--- config.mk ---
export PLATFORM = sky130hd
export DESIGN_NAME = call_return_ctrl
export DESIGN_NICKNAME = d
export VERILOG_FILES = /design/src/rtl/call_return_pkg.sv /design/src/rtl/call_return_ctrl_next_pc.sv /design/src/rtl/call_return_ctrl.sv
export SDC_FILE = /design/constraint.sdc
export NUM_CORES = 1
export LEC_CHECK = 0
export CORE_MARGIN = 10
export CORE_UTILIZATION = 47
export CTS_BUF_LIST = sky130_fd_sc_hd__clkbuf_2 sky130_fd_sc_hd__clkbuf_4 sky130_fd_sc_hd__clkbuf_8
export DETAILED_ROUTE_END_ITERATION = 7
export MAX_ROUTING_LAYER = met4
export PLACE_DENSITY = 0.89
export SYNTH_ARGS = -nofsm -noshare
export SYNTH_HDL_FRONTEND = slang
export SYNTH_SLANG_ARGS = --single-unit
--- constraint.sdc ---
create_clock -name clk -period 5.1 [get_ports clk]
set_input_delay 1.02 -clock clk [delete_from_list [all_inputs] [get_ports clk]]
set_output_delay 1.02 -clock clk [all_outputs]
set_load 0.01 [all_outputs]
--- src/rtl/call_return_pkg.sv ---
// Shared op/state encodings and default geometry for the call/return sequencer.
// No logic; imported by every file of the block.
package call_return_pkg;

   typedef enum logic [2:0] {
      OP_NOP  = 3'd0,
      OP_JMP  = 3'd1,
      OP_BRZ  = 3'd2,
      OP_CALL = 3'd3,
      OP_RET  = 3'd4,
      OP_HALT = 3'd5
   } op_e;

   typedef enum logic [1:0] {
      ST_IDLE  = 2'd0,
      ST_RUN   = 2'd1,
      ST_HALT  = 2'd2,
      ST_FAULT = 2'd3
   } state_e;

   localparam int CR_ADDR_W   = 11;
   localparam int CR_DEPTH    = 16;
   localparam int CR_RESET_PC = 'h000;

endpackage

--- src/rtl/call_return_ctrl_next_pc.sv ---
// cr_next_pc: combinational flow-op decode -> next pc, push/pop strobes, next depth.
// Latency: zero (pure combinational). Optional CR_STACK_GUARD_EN turns over/underflow into a fault request.
// Backpressure: none; strobes are only raised when exec is high.
module cr_next_pc
   import call_return_pkg::*;
#(
   parameter int ADDR_W = CR_ADDR_W,
   parameter int DEPTH  = CR_DEPTH
) (
   input  logic                     exec,
   input  logic [2:0]               op,
   input  logic [ADDR_W-1:0]        pc,
   input  logic [ADDR_W-1:0]        target,
   input  logic                     zero_flag,
   input  logic [ADDR_W-1:0]        stk_data_in,
   input  logic [$clog2(DEPTH):0]   depth,
   output logic [ADDR_W-1:0]        next_pc,
   output logic                     push,
   output logic                     pop,
   output logic [$clog2(DEPTH):0]   depth_next,
   output logic                     halt_req,
   output logic                     fault_req
);

   localparam int DW = $clog2(DEPTH) + 1;

   logic [ADDR_W-1:0] pc_inc;
   logic              stack_full;
   logic              stack_empty;
   logic [DW-1:0]     depth_inc;
   logic [DW-1:0]     depth_dec;

   assign pc_inc = pc + ADDR_W'(1);

`ifdef CR_STACK_GUARD_EN
   assign stack_full  = (depth == DW'(DEPTH));
   assign stack_empty = (depth == '0);
   assign depth_inc   = depth + DW'(1);
   assign depth_dec   = depth - DW'(1);
`else
   // Unguarded: depth follows the stack pointer, which wraps mod DEPTH.
   assign stack_full  = 1'b0;
   assign stack_empty = 1'b0;
   assign depth_inc   = (depth == DW'(DEPTH - 1)) ? '0 : depth + DW'(1);
   assign depth_dec   = (depth == '0) ? DW'(DEPTH - 1) : depth - DW'(1);
`endif

   always_comb begin
      next_pc    = pc;
      push       = 1'b0;
      pop        = 1'b0;
      depth_next = depth;
      halt_req   = 1'b0;
      fault_req  = 1'b0;
      if (exec) begin
         case (op)
            OP_JMP:  next_pc = target;
            OP_BRZ:  next_pc = zero_flag ? target : pc_inc;
            OP_CALL: begin
               if (stack_full) begin
                  fault_req = 1'b1;
               end else begin
                  push       = 1'b1;
                  next_pc    = target;
                  depth_next = depth_inc;
               end
            end
            OP_RET: begin
               if (stack_empty) begin
                  fault_req = 1'b1;
               end else begin
                  pop        = 1'b1;
                  next_pc    = stk_data_in;
                  depth_next = depth_dec;
               end
            end
            OP_HALT: halt_req = 1'b1;
            default: next_pc  = pc_inc;
         endcase
      end
   end

endmodule

--- src/rtl/call_return_ctrl.sv ---
// call_return_ctrl: PC owner and return-stack initiator; CR_STACK_GUARD_EN enables over/underflow fault.
// Latency: one op per cycle, new pc visible the cycle after exec; push/pop are same-cycle strobes.
// Backpressure: instr_valid=0 or run_en=0 stalls with pc/depth held; HALT/FAULT leave only via reset.
module call_return_ctrl
   import call_return_pkg::*;
#(
   parameter int                ADDR_W   = CR_ADDR_W,
   parameter int                DEPTH    = CR_DEPTH,
   parameter logic [ADDR_W-1:0] RESET_PC = ADDR_W'(CR_RESET_PC)
) (
   input  logic                     clk,
   input  logic                     reset,
   input  logic                     run_en,
   input  logic                     instr_valid,
   input  logic [2:0]               op,
   input  logic [ADDR_W-1:0]        target,
   input  logic                     zero_flag,
   input  logic [ADDR_W-1:0]        stk_data_in,
   output logic [ADDR_W-1:0]        pc,
   output logic                     stk_push,
   output logic                     stk_pop,
   output logic [ADDR_W-1:0]        stk_data_out,
   output logic [$clog2(DEPTH):0]   depth,
   output logic [1:0]               state,
   output logic                     fault
);

   localparam int DW = $clog2(DEPTH) + 1;

   state_e            state_q;
   state_e            state_d;
   logic [ADDR_W-1:0] pc_q;
   logic [DW-1:0]     depth_q;
   logic              exec;
   logic [ADDR_W-1:0] next_pc;
   logic [DW-1:0]     depth_next;
   logic              push;
   logic              pop;
   logic              halt_req;
   logic              fault_req;

   // Reset gates exec so an op presented in the reset cycle never strobes the stack.
   assign exec = (state_q == ST_RUN) && run_en && instr_valid && !reset;

   cr_next_pc #(
      .ADDR_W (ADDR_W),
      .DEPTH  (DEPTH)
   ) u_next_pc (
      .exec        (exec),
      .op          (op),
      .pc          (pc_q),
      .target      (target),
      .zero_flag   (zero_flag),
      .stk_data_in (stk_data_in),
      .depth       (depth_q),
      .next_pc     (next_pc),
      .push        (push),
      .pop         (pop),
      .depth_next  (depth_next),
      .halt_req    (halt_req),
      .fault_req   (fault_req)
   );

   always_ff @(posedge clk) begin
      if (reset) begin
         state_q <= ST_IDLE;
      end else begin
         state_q <= state_d;
      end
   end

   always_comb begin
      state_d = state_q;
      case (state_q)
         ST_IDLE: if (run_en) state_d = ST_RUN;
         ST_RUN: begin
            if (fault_req) begin
               state_d = ST_FAULT;
            end else if (halt_req) begin
               state_d = ST_HALT;
            end else if (!run_en) begin
               state_d = ST_IDLE;
            end
         end
         default: state_d = state_q;
      endcase
   end

   always_ff @(posedge clk) begin
      if (reset) begin
         pc_q    <= RESET_PC;
         depth_q <= '0;
      end else if (exec) begin
         pc_q    <= next_pc;
         depth_q <= depth_next;
      end
   end

`ifdef CR_STACK_GUARD_EN
   logic fault_q;

   always_ff @(posedge clk) begin
      if (reset) begin
         fault_q <= 1'b0;
      end else if (fault_req) begin
         fault_q <= 1'b1;
      end
   end

   assign fault = fault_q;
`else
   assign fault = 1'b0;
`endif

   assign pc           = pc_q;
   assign depth        = depth_q;
   assign state        = state_q;
   assign stk_push     = push;
   assign stk_pop      = pop;
   assign stk_data_out = pc_q + ADDR_W'(1);

endmodule

---- After elaboration in Yosys (flattened, before gate mapping) ----
Index checks and enable logic that the tools add are counted.
storage, ports and cells
  register bits after elaboration ......... 18
  latch bits .............................. 0
  bits in writable memories ............... 0
  bits in read-only memories .............. 0
  logic and storage cells ................. 43
  memories kept ........................... 0
operators by class
  add/sub/neg operators ................... 3
  $mul .................................... 0
  divide/modulo/power cells ............... 0
  order comparisons ....................... 0
  eq/ne operators ......................... 9
  shifts and indexed selects .............. 0
  muxes and demuxes ....................... 15
  bitwise logic cells ..................... 1
  reduce and logical (&&, ||, !) cells .... 12
operators with widths
  cell                                                                   count
  11-bit case mux with 4 select lines                                    1
  11-bit by 1-bit adder with 11-bit output, second input constant        1
  11-bit 2-to-1 mux                                                      1
  5-bit 2-to-1 mux                                                       2
  5-bit case mux with 2 select lines                                     1
  3-bit by 2-bit equality test with 1-bit output, second input constant  2
  3-bit equality test, second input constant                             2
  1-bit 2-to-1 mux                                                       6
  2-bit 2-to-1 mux                                                       3
  5-bit by 1-bit adder with 5-bit output, second input constant          1
  5-bit by 4-bit equality test with 1-bit output, second input constant  1
  5-bit zero test                                                        1
  5-bit by 1-bit subtractor with 5-bit output, second input constant     1
  2-bit case mux with 2 select lines                                     1
  2-bit AND reduction                                                    2
  2-bit nonzero test                                                     2
  3-bit by 1-bit equality test with 1-bit output, second input constant  1
  1-bit logical AND                                                      3
  3-bit != test, second input constant                                   1
  3-bit AND reduction                                                    1
  2-bit by 1-bit equality test with 1-bit output, second input constant  1
  2-bit zero test                                                        1
  2-bit != test, second input constant                                   1
  2-bit OR reduction                                                     1
  other kinds (2)                                                        2

---- Longest topological paths before layout ----
Gate-level depths: netlist of the first run.
  depth in word-level cells ............... 7
  depth in mapped cells ................... 7
  mapped depth without buffers ............ 6

---- Hierarchy ----
From an unflattened synthesis of the first run, not the netlist that was laid out.
unflattened totals
  cell total of the unflattened synthesis .. 236
  area, all modules ....................... 1736.7 um2
by module, submodules not included
  module            times used  cells an instance  area an instance (um2)  sequential area each (um2)
  call_return_ctrl  1           104                875.8                   360.3
  cr_next_pc        1           132                860.8                   0.0

---- Worst setup path after synthesis of the first run ----
OpenSTA, ideal clock, no wires.
  path kind ............................... in2out
  start ................................... input port op[1]
  end ..................................... output port stk_pop
  arrival time ............................ 1.866 ns
  data required time ...................... 4.080 ns
  slack ................................... 2.214 ns
  stages .................................. 4
  path buffers ............................ 2
  path through ............................ buf_4 or3b_1 clkbuf_2 nor2_1
between the ends
  longest elaborated chain between the ends .. 3
ends and longest elaborated chain
  element              RTL line                        RTL
  from (decl)          call_return_ctrl.sv:15          input logic [2:0] op,
  3-bit equality test  call_return_ctrl_next_pc.sv:56  case (op)
  1-bit 2-to-1 mux     call_return_ctrl_next_pc.sv:56
  1-bit 2-to-1 mux     call_return_ctrl_next_pc.sv:55  if (exec) begin
  to (decl)            call_return_ctrl.sv:21          output logic stk_pop,
No other way between the ends.

---- Worst setup path in the final report of the first run ----
  start ................................... input port reset
  end ..................................... output port stk_pop
between the ends
  longest elaborated chain between the ends .. 3
ends and longest elaborated chain
  element            RTL line                        RTL
  from (decl)        call_return_ctrl.sv:12          input logic reset,
  1-bit zero test    call_return_ctrl.sv:43          assign exec = (state_q == ST_RUN) && run_en && instr_valid && !reset;
  1-bit logical AND  call_return_ctrl.sv:43
  1-bit 2-to-1 mux   call_return_ctrl_next_pc.sv:55
No other way between the ends.

==> metrics, run 1 <==
CTS HTree Levels=1; number of flops mapped to enable cells by yosys=0; total CTS buffers=3; Sw Ratio=26.83%; Syn. warnings=0; commonest cells after routing, fill and taps aside=clkdlybuf4s50_1, nor2_1, dfxtp_1; Total Wirelength=4740 um; switching component of the power=82.25 uW; global-route wire length before repair=7493 um; Worst Tran Pin Value=576.2 ps; most frequent CP cell=clkdlybuf4s50_1; CP bufs+invs=2; Worst-Skew Late Latency=300 ps; # IOs=62; Post-Syn Area per Cell=7.880 um^2; Synth Cell Area=1403 um^2; Synth area leaders=dfxtp_1, nor2_1, o21ai_0; top cell type by total area after synthesis=dfxtp_1; Max Fclk=233.9 MHz; Final Core Density=71.36%; Final GP Congestion=0.8974; hold crit path type=reg2reg; Setup Fix Bufs, Post-CTS=0; Final nets=264; Die Ht=74.63 um; Worst IR Drop VDD=147.0 uV; syn_nets=211; relative slew slack=61.54%; Max-Cap Viols=0; via count=1560; internal power=224.3 uW; DR DRC count=0; main flop type after synthesis=dfxtp_1; CP top delay family=buffers and inverters; Setup crit end kind=output pin; Placeable Area=2805 um^2; number of DRC markers in iteration 0=183; Initial Util=50.00%; Seq pwr share=47.9%; clk root buf=clkbuf_4; grt ovf=0; dpl hpwl=3717 um; Avg Vias per Cell=5.977; num rows=19; synthesis-to-layout area growth=42.73%; gr usage total=17.44%; Cell variety after synth=52; CP peak stage delay=660 ps; Fin. Hold Viols=0; number of port buffers=60; clock sinks=18; Ant. Diodes=0; RSZ-0062 raised after global routing=false; hold_buf cts=0; Initial DRT Pass Iterations=4; Yosys reg bits=18; layout cells sized above 1=7.391%; minimum clock period=4276 ps; ys async rst share=0%; CP Launch Type=primary input; WP data arrival=3260 ps; number of global-route vias before repair=1488; Synth Instances=178; initial antenna violation count=0; Yosys top cell area share=25.69%; die area=5570 um^2; CP Cell Sequence=clkdlybuf4s50_1 -> and4bb_2 -> nand2_1 -> nor2_1 -> clkdlybuf4s50_1; Longest Clk Path Bufs=2; clock network power share=29.8%; pwr dens=153.1 nW/um^2; post-synthesis sequential area ratio=25.69%; Final Cycle Share=83.85%; Pleak=0.6868 nW; worst endpoint required time=4080 ps; die width=74.63 um; fin. max-slew vios=0; worst-path maximum fanout=13; Crit Path Category=in2out; TritonCTS clock tree=yes; largest net degree at the start of global routing=17; leading cell type in the layout, fill and taps excluded=clkdlybuf4s50_1; Setup TNS Final=0 ps; Final setup violation count=0; Slowest-stage cell, CP=clkdlybuf4s50_1; status=finished clean; wire per inst=18.16 um; cts repair resizes=0; combinational share of power=22.3%; Routed Antenna Nets=0; Final Skew=2.513 ps; Reg clk slew, reported paths=110 ps
cells in the mapped netlist, drive strengths merged, types with 2 or more instances:
library cell,number
nor2,20
dfxtp,18
nand2,11
o21ai,11
a21oi,10
a211oi,7
buf,7
inv,7
nand3,6
a311oi,5
clkbuf,5
xnor2,5
a32o,4
nor3,4
or2,4
a22oi,3
and3,3
ha,3
nand4,3
nor2b,3
o211ai,3
xor2,3
a21o,2
a31o,2
and4,2
and4bb,2
nand2b,2
nand3b,2
nor4,2
o21a,2
o31a,2
power by group through the flow:
stage | Sequential, mW | Combinational (mW) | Clock, mW
finish | 0.147 | 0.0683 | 0.0913
global route | 0.148 | 0.0736 | 0.0980
CTS | 0.147 | 0.0682 | 0.0907
detailed placement | 0.150 | 0.0677 | 0
global placement | 0.150 | 0.0666 | 0
floorplan | 0.149 | 0.0336 | 0
metal layers:
metal	part of all wire, %	GRT usage (%)	wire length, um	up-vias
met5	0	-	0	-
met4	0.36	3.151	17	0
met3	8.6	4.205	407	2
met2	48	28.43	2284	77
met1	43	21.56	2030	706
li1	-	-	-	775
worst min-delay path, stage by stage (launching register included):
cell     delay, ps
dfxtp_1        360
nand2_1         80
a21oi_1         50
metrics by stage:
| step | hold slack (ps) | cell area (um^2) | total power [mW] | std cells | setup slack [ps] |
|---|---|---|---|---|---|
| floorplan | 502.8 | 1403 | 0.1830 | 178 | 2214 |
| global placement | 501.1 | 1966 | 0.2165 | 257 | 897.9 |
| detailed placement | 506.2 | 1966 | 0.2177 | 257 | 868.4 |
| CTS | 523.1 | 2002 | 0.3057 | 261 | 854.2 |
| global route | 564.1 | 2002 | 0.3192 | 261 | 714.9 |
| finish | 522.7 | 2002 | 0.3065 | 261 | 823.8 |
worst paths after layout:
path | from | to | slack, ps | depth (start not counted)
setup / recovery | reset | stk_pop | 820 | 5
hold / removal | state[1] | state[0] | 520 | 2
setup reg to reg | state[1] | pc[2] | 3240 | 4
hold reg to reg | state[1] | state[0] | 520 | 2
state kept, by name (all words and copies together) (netlist names):
name / cells
state: 2
depth: 5
pc: 11
cells by family (layout without fill, tap and decap cells):
| family | count (synthesis) | in the layout | synth area share, % |
|---|---|---|---|
| compound gates | 59 | 59 | 30.95 |
| fa+ha+maj | 3 | 3 | 2.676 |
| flops | 18 | 18 | 25.69 |
| simple gates | 70 | 70 | 28.10 |
| xor+xnor | 8 | 8 | 4.996 |
| other cells | 1 | 1 | 0.2674 |
| buf+inv | 19 | 71 | 7.315 |
area by class of cell:
cell class | count | area, um^2
multi-input combinational | 141 | 939.7
sequential | 18 | 360.3
inverter | 7 | 26.28
timing repair buffer | 60 | 600.6
clock buffer | 4 | 36.28
tap | 31 | 38.79
fill | 248 | 803.3
(Power assumes the default switching activity.)
==> run 2, diff against run 1 <==
--- a/config.mk
+++ b/config.mk
@@ -6,11 +6,11 @@
 export NUM_CORES = 1
 export LEC_CHECK = 0
 export CORE_MARGIN = 10
-export CORE_UTILIZATION = 47
+export CORE_UTILIZATION = 39
 export CTS_BUF_LIST = sky130_fd_sc_hd__clkbuf_2 sky130_fd_sc_hd__clkbuf_4 sky130_fd_sc_hd__clkbuf_8
 export DETAILED_ROUTE_END_ITERATION = 7
 export MAX_ROUTING_LAYER = met4
-export PLACE_DENSITY = 0.89
+export PLACE_DENSITY = 0.79
 export SYNTH_ARGS = -nofsm -noshare
 export SYNTH_HDL_FRONTEND = slang
 export SYNTH_SLANG_ARGS = --single-unit
==> constraint.sdc (replaced) <==
create_clock -name clk -period 3.77 [get_ports clk]
set_input_delay 0.754 -clock clk [delete_from_list [all_inputs] [get_ports clk]]
set_output_delay 0.754 -clock clk [all_outputs]
set_load 0.01 [all_outputs]
==> run 2 against run 1 <==
Net effect: total power is 36% higher; first-iteration DRC count decreased by 5.5%; via count grew 2.5%; flip-flop and latch count is the same; sequential power grew 35%; count of clock-buffer cells in the layout stayed put; clock skew is 1.6 ps lower; final area rose by 2.4%.
==> metrics, run 2 (synthesis gave the netlist of run 1 again) <==
# IOs=62 (unchanged); Die Ht=79.97 um (+7.2%); max FFs per register=11 (unchanged); hold crit path type=reg2reg; Setup Fix Bufs, Post-CTS=0 (unchanged); worst endpoint required time=3020 ps (-1060 ps); Reg clk slew, reported paths=110 ps (about the same); CTS HTree Levels=1 (unchanged); Final WS setup=423.8 ps (-400.0 ps); Total Wirelength=4859 um (+2.5%); Final Core Density=60.04% (-11 points); global-route wire length before repair=7817 um (+4.3%); Pleak=0.7061 nW (+2.8%); die area=6395 um^2 (+15%); Finished Layout Cells=280 (+7.3%); layout cells sized above 1=8.974% (+1.6 points); initial antenna violation count=0 (unchanged); hold_buf cts=0 (unchanged); Worst-Skew Late Latency=290 ps (about the same); Final setup violation count=0 (unchanged); status=finished clean; CP Launch Type=primary input; Routed Antenna Nets=0 (unchanged); RSZ-0062 raised after global routing=false; Final Skew=0.9315 ps (-1.582 ps); Hold Path Depth=2 (unchanged); Final Cycle Share=88.76%; Avg Vias per Cell=5.711 (-4.5%); Setup crit end kind=output pin; leading cell type in the layout, fill and taps excluded=clkdlybuf4s50_1; Placed Instances=276 (+7.4%); relative slew slack=62.24% (+0.69 points); Worst IR Drop VDD=108.4 uV (-26%); Crit Path Category=in2out; number of DRC markers in iteration 0=173 (-5.5%); pwr dens=202.8 nW/um^2 (+32%); Setup TNS Final=0 ps (unchanged); Max-Cap Viols=0 (unchanged); Min Hold Slack=524.1 ps (+1.373 ps); Initial DRT Pass Iterations=4 (unchanged); Final nets=268 (+1.5%); gr usage total=15.26% (-2.2 points); fin. max-slew vios=0 (unchanged); dpl hpwl=3758 um (+1.1%); num rows=21 (+2); largest net degree at the start of global routing=17 (unchanged); Fin. Hold Viols=0 (unchanged); number of port buffers=60 (unchanged); DP Worst Slack=438.2 ps (-430.3 ps); Final GP Congestion=0.8308 (-7.4%); Max Fclk=298.8 MHz; clock sinks=18 (unchanged); synthesis-to-layout area growth=46.21%; DR DRC count=0 (unchanged); commonest cells after routing, fill and taps aside=clkdlybuf4s50_1, nor2_1, dfxtp_1; grt ovf=0 (unchanged); Ant. Diodes=0 (unchanged); total CTS buffers=3 (unchanged); minimum clock period=3346 ps; number of global-route vias before repair=1597 (+7.3%); Initial Util=41.06% (-8.9 points); R2R cell count=4 (unchanged); Worst Tran Pin Value=564.4 ps (-11.85 ps); Placeable Area=3416 um^2 (+22%); Longest Clk Path Bufs=2 (unchanged); via count=1599 (+2.5%); cts repair resizes=0 (unchanged); wire per inst=17.35 um (-4.4%); worst-path maximum fanout=8 (-5); TritonCTS clock tree=yes; die width=79.97 um (+7.2%); WP data arrival=2590 ps (-670 ps); clk root buf=clkbuf_4
[run 2: cell types whose count changed in the layout (fill, tap and decap cells not counted), sizes merged]
cell / previous run / this run
buf: 0 / 4
[run 2: worst paths after layout]
| kind | startpoint | endpoint | slack [ps] |
|---|---|---|---|
| hold reg to reg | state[1] | state[0] | 520 |
| hold / removal | state[1] | state[0] | 520 |
| setup reg to reg | state[1] | pc[2] | 1880 |
| setup / recovery | reset | stk_pop | 420 |
[run 2: stage by stage]
step | total power [mW] | cell area [um^2]
2_1_floorplan | 0.2476 | 1403
3_3_place_gp | 0.2969 | 2014
3_5_place_dp | 0.2985 | 2014
4_1_cts | 0.4186 | 2051
5_1_grt | 0.4348 | 2051
6_report | 0.4158 | 2051
[run 2: power by group]
group          switching [mW]  internal [mW]  leakage, nW
registers             0.00570          0.193        0.146
logic                  0.0421         0.0541        0.540
clock network          0.0620         0.0587       0.0210
total                   0.110          0.306        0.706
[run 2: worst max-delay path, stage by stage]
cell and delay (ps):
clkdlybuf4s50_1 420, and4bb_2 420, nand2_1 230, nor2_1 190, clkdlybuf4s50_1 570
[run 2: layout make-up]
| class | instances | area [um^2] |
|---|---|---|
| fillers | 308 | 1365 |
| multi-input cells | 141 | 939.7 |
| repair buffers | 64 | 630.6 |
| flip-flops and latches | 18 | 360.3 |
| well taps | 46 | 57.56 |
| clock buffers | 4 | 36.28 |
| inverters | 7 | 26.28 |
[run 2: metal layers]
metal	global-route usage (%)	vias to the layer above	wire (um)
li1	-	781	-
met1	19.63	735	2151
met2	23.03	69	2291
met3	1.914	14	268
met4	7.042	0	148
met5	-	-	0
==> run 3, diff against run 2 <==
--- a/config.mk
+++ b/config.mk
@@ -9,8 +9,10 @@
 export CORE_UTILIZATION = 39
 export CTS_BUF_LIST = sky130_fd_sc_hd__clkbuf_2 sky130_fd_sc_hd__clkbuf_4 sky130_fd_sc_hd__clkbuf_8
 export DETAILED_ROUTE_END_ITERATION = 7
+export GPL_TIMING_DRIVEN = 1
 export MAX_ROUTING_LAYER = met4
 export PLACE_DENSITY = 0.79
 export SYNTH_ARGS = -nofsm -noshare
 export SYNTH_HDL_FRONTEND = slang
 export SYNTH_SLANG_ARGS = --single-unit
+export TNS_END_PERCENT = 20
==> results of run 3 <==
Final layout, timing and power as in run 2 (identical DEF).
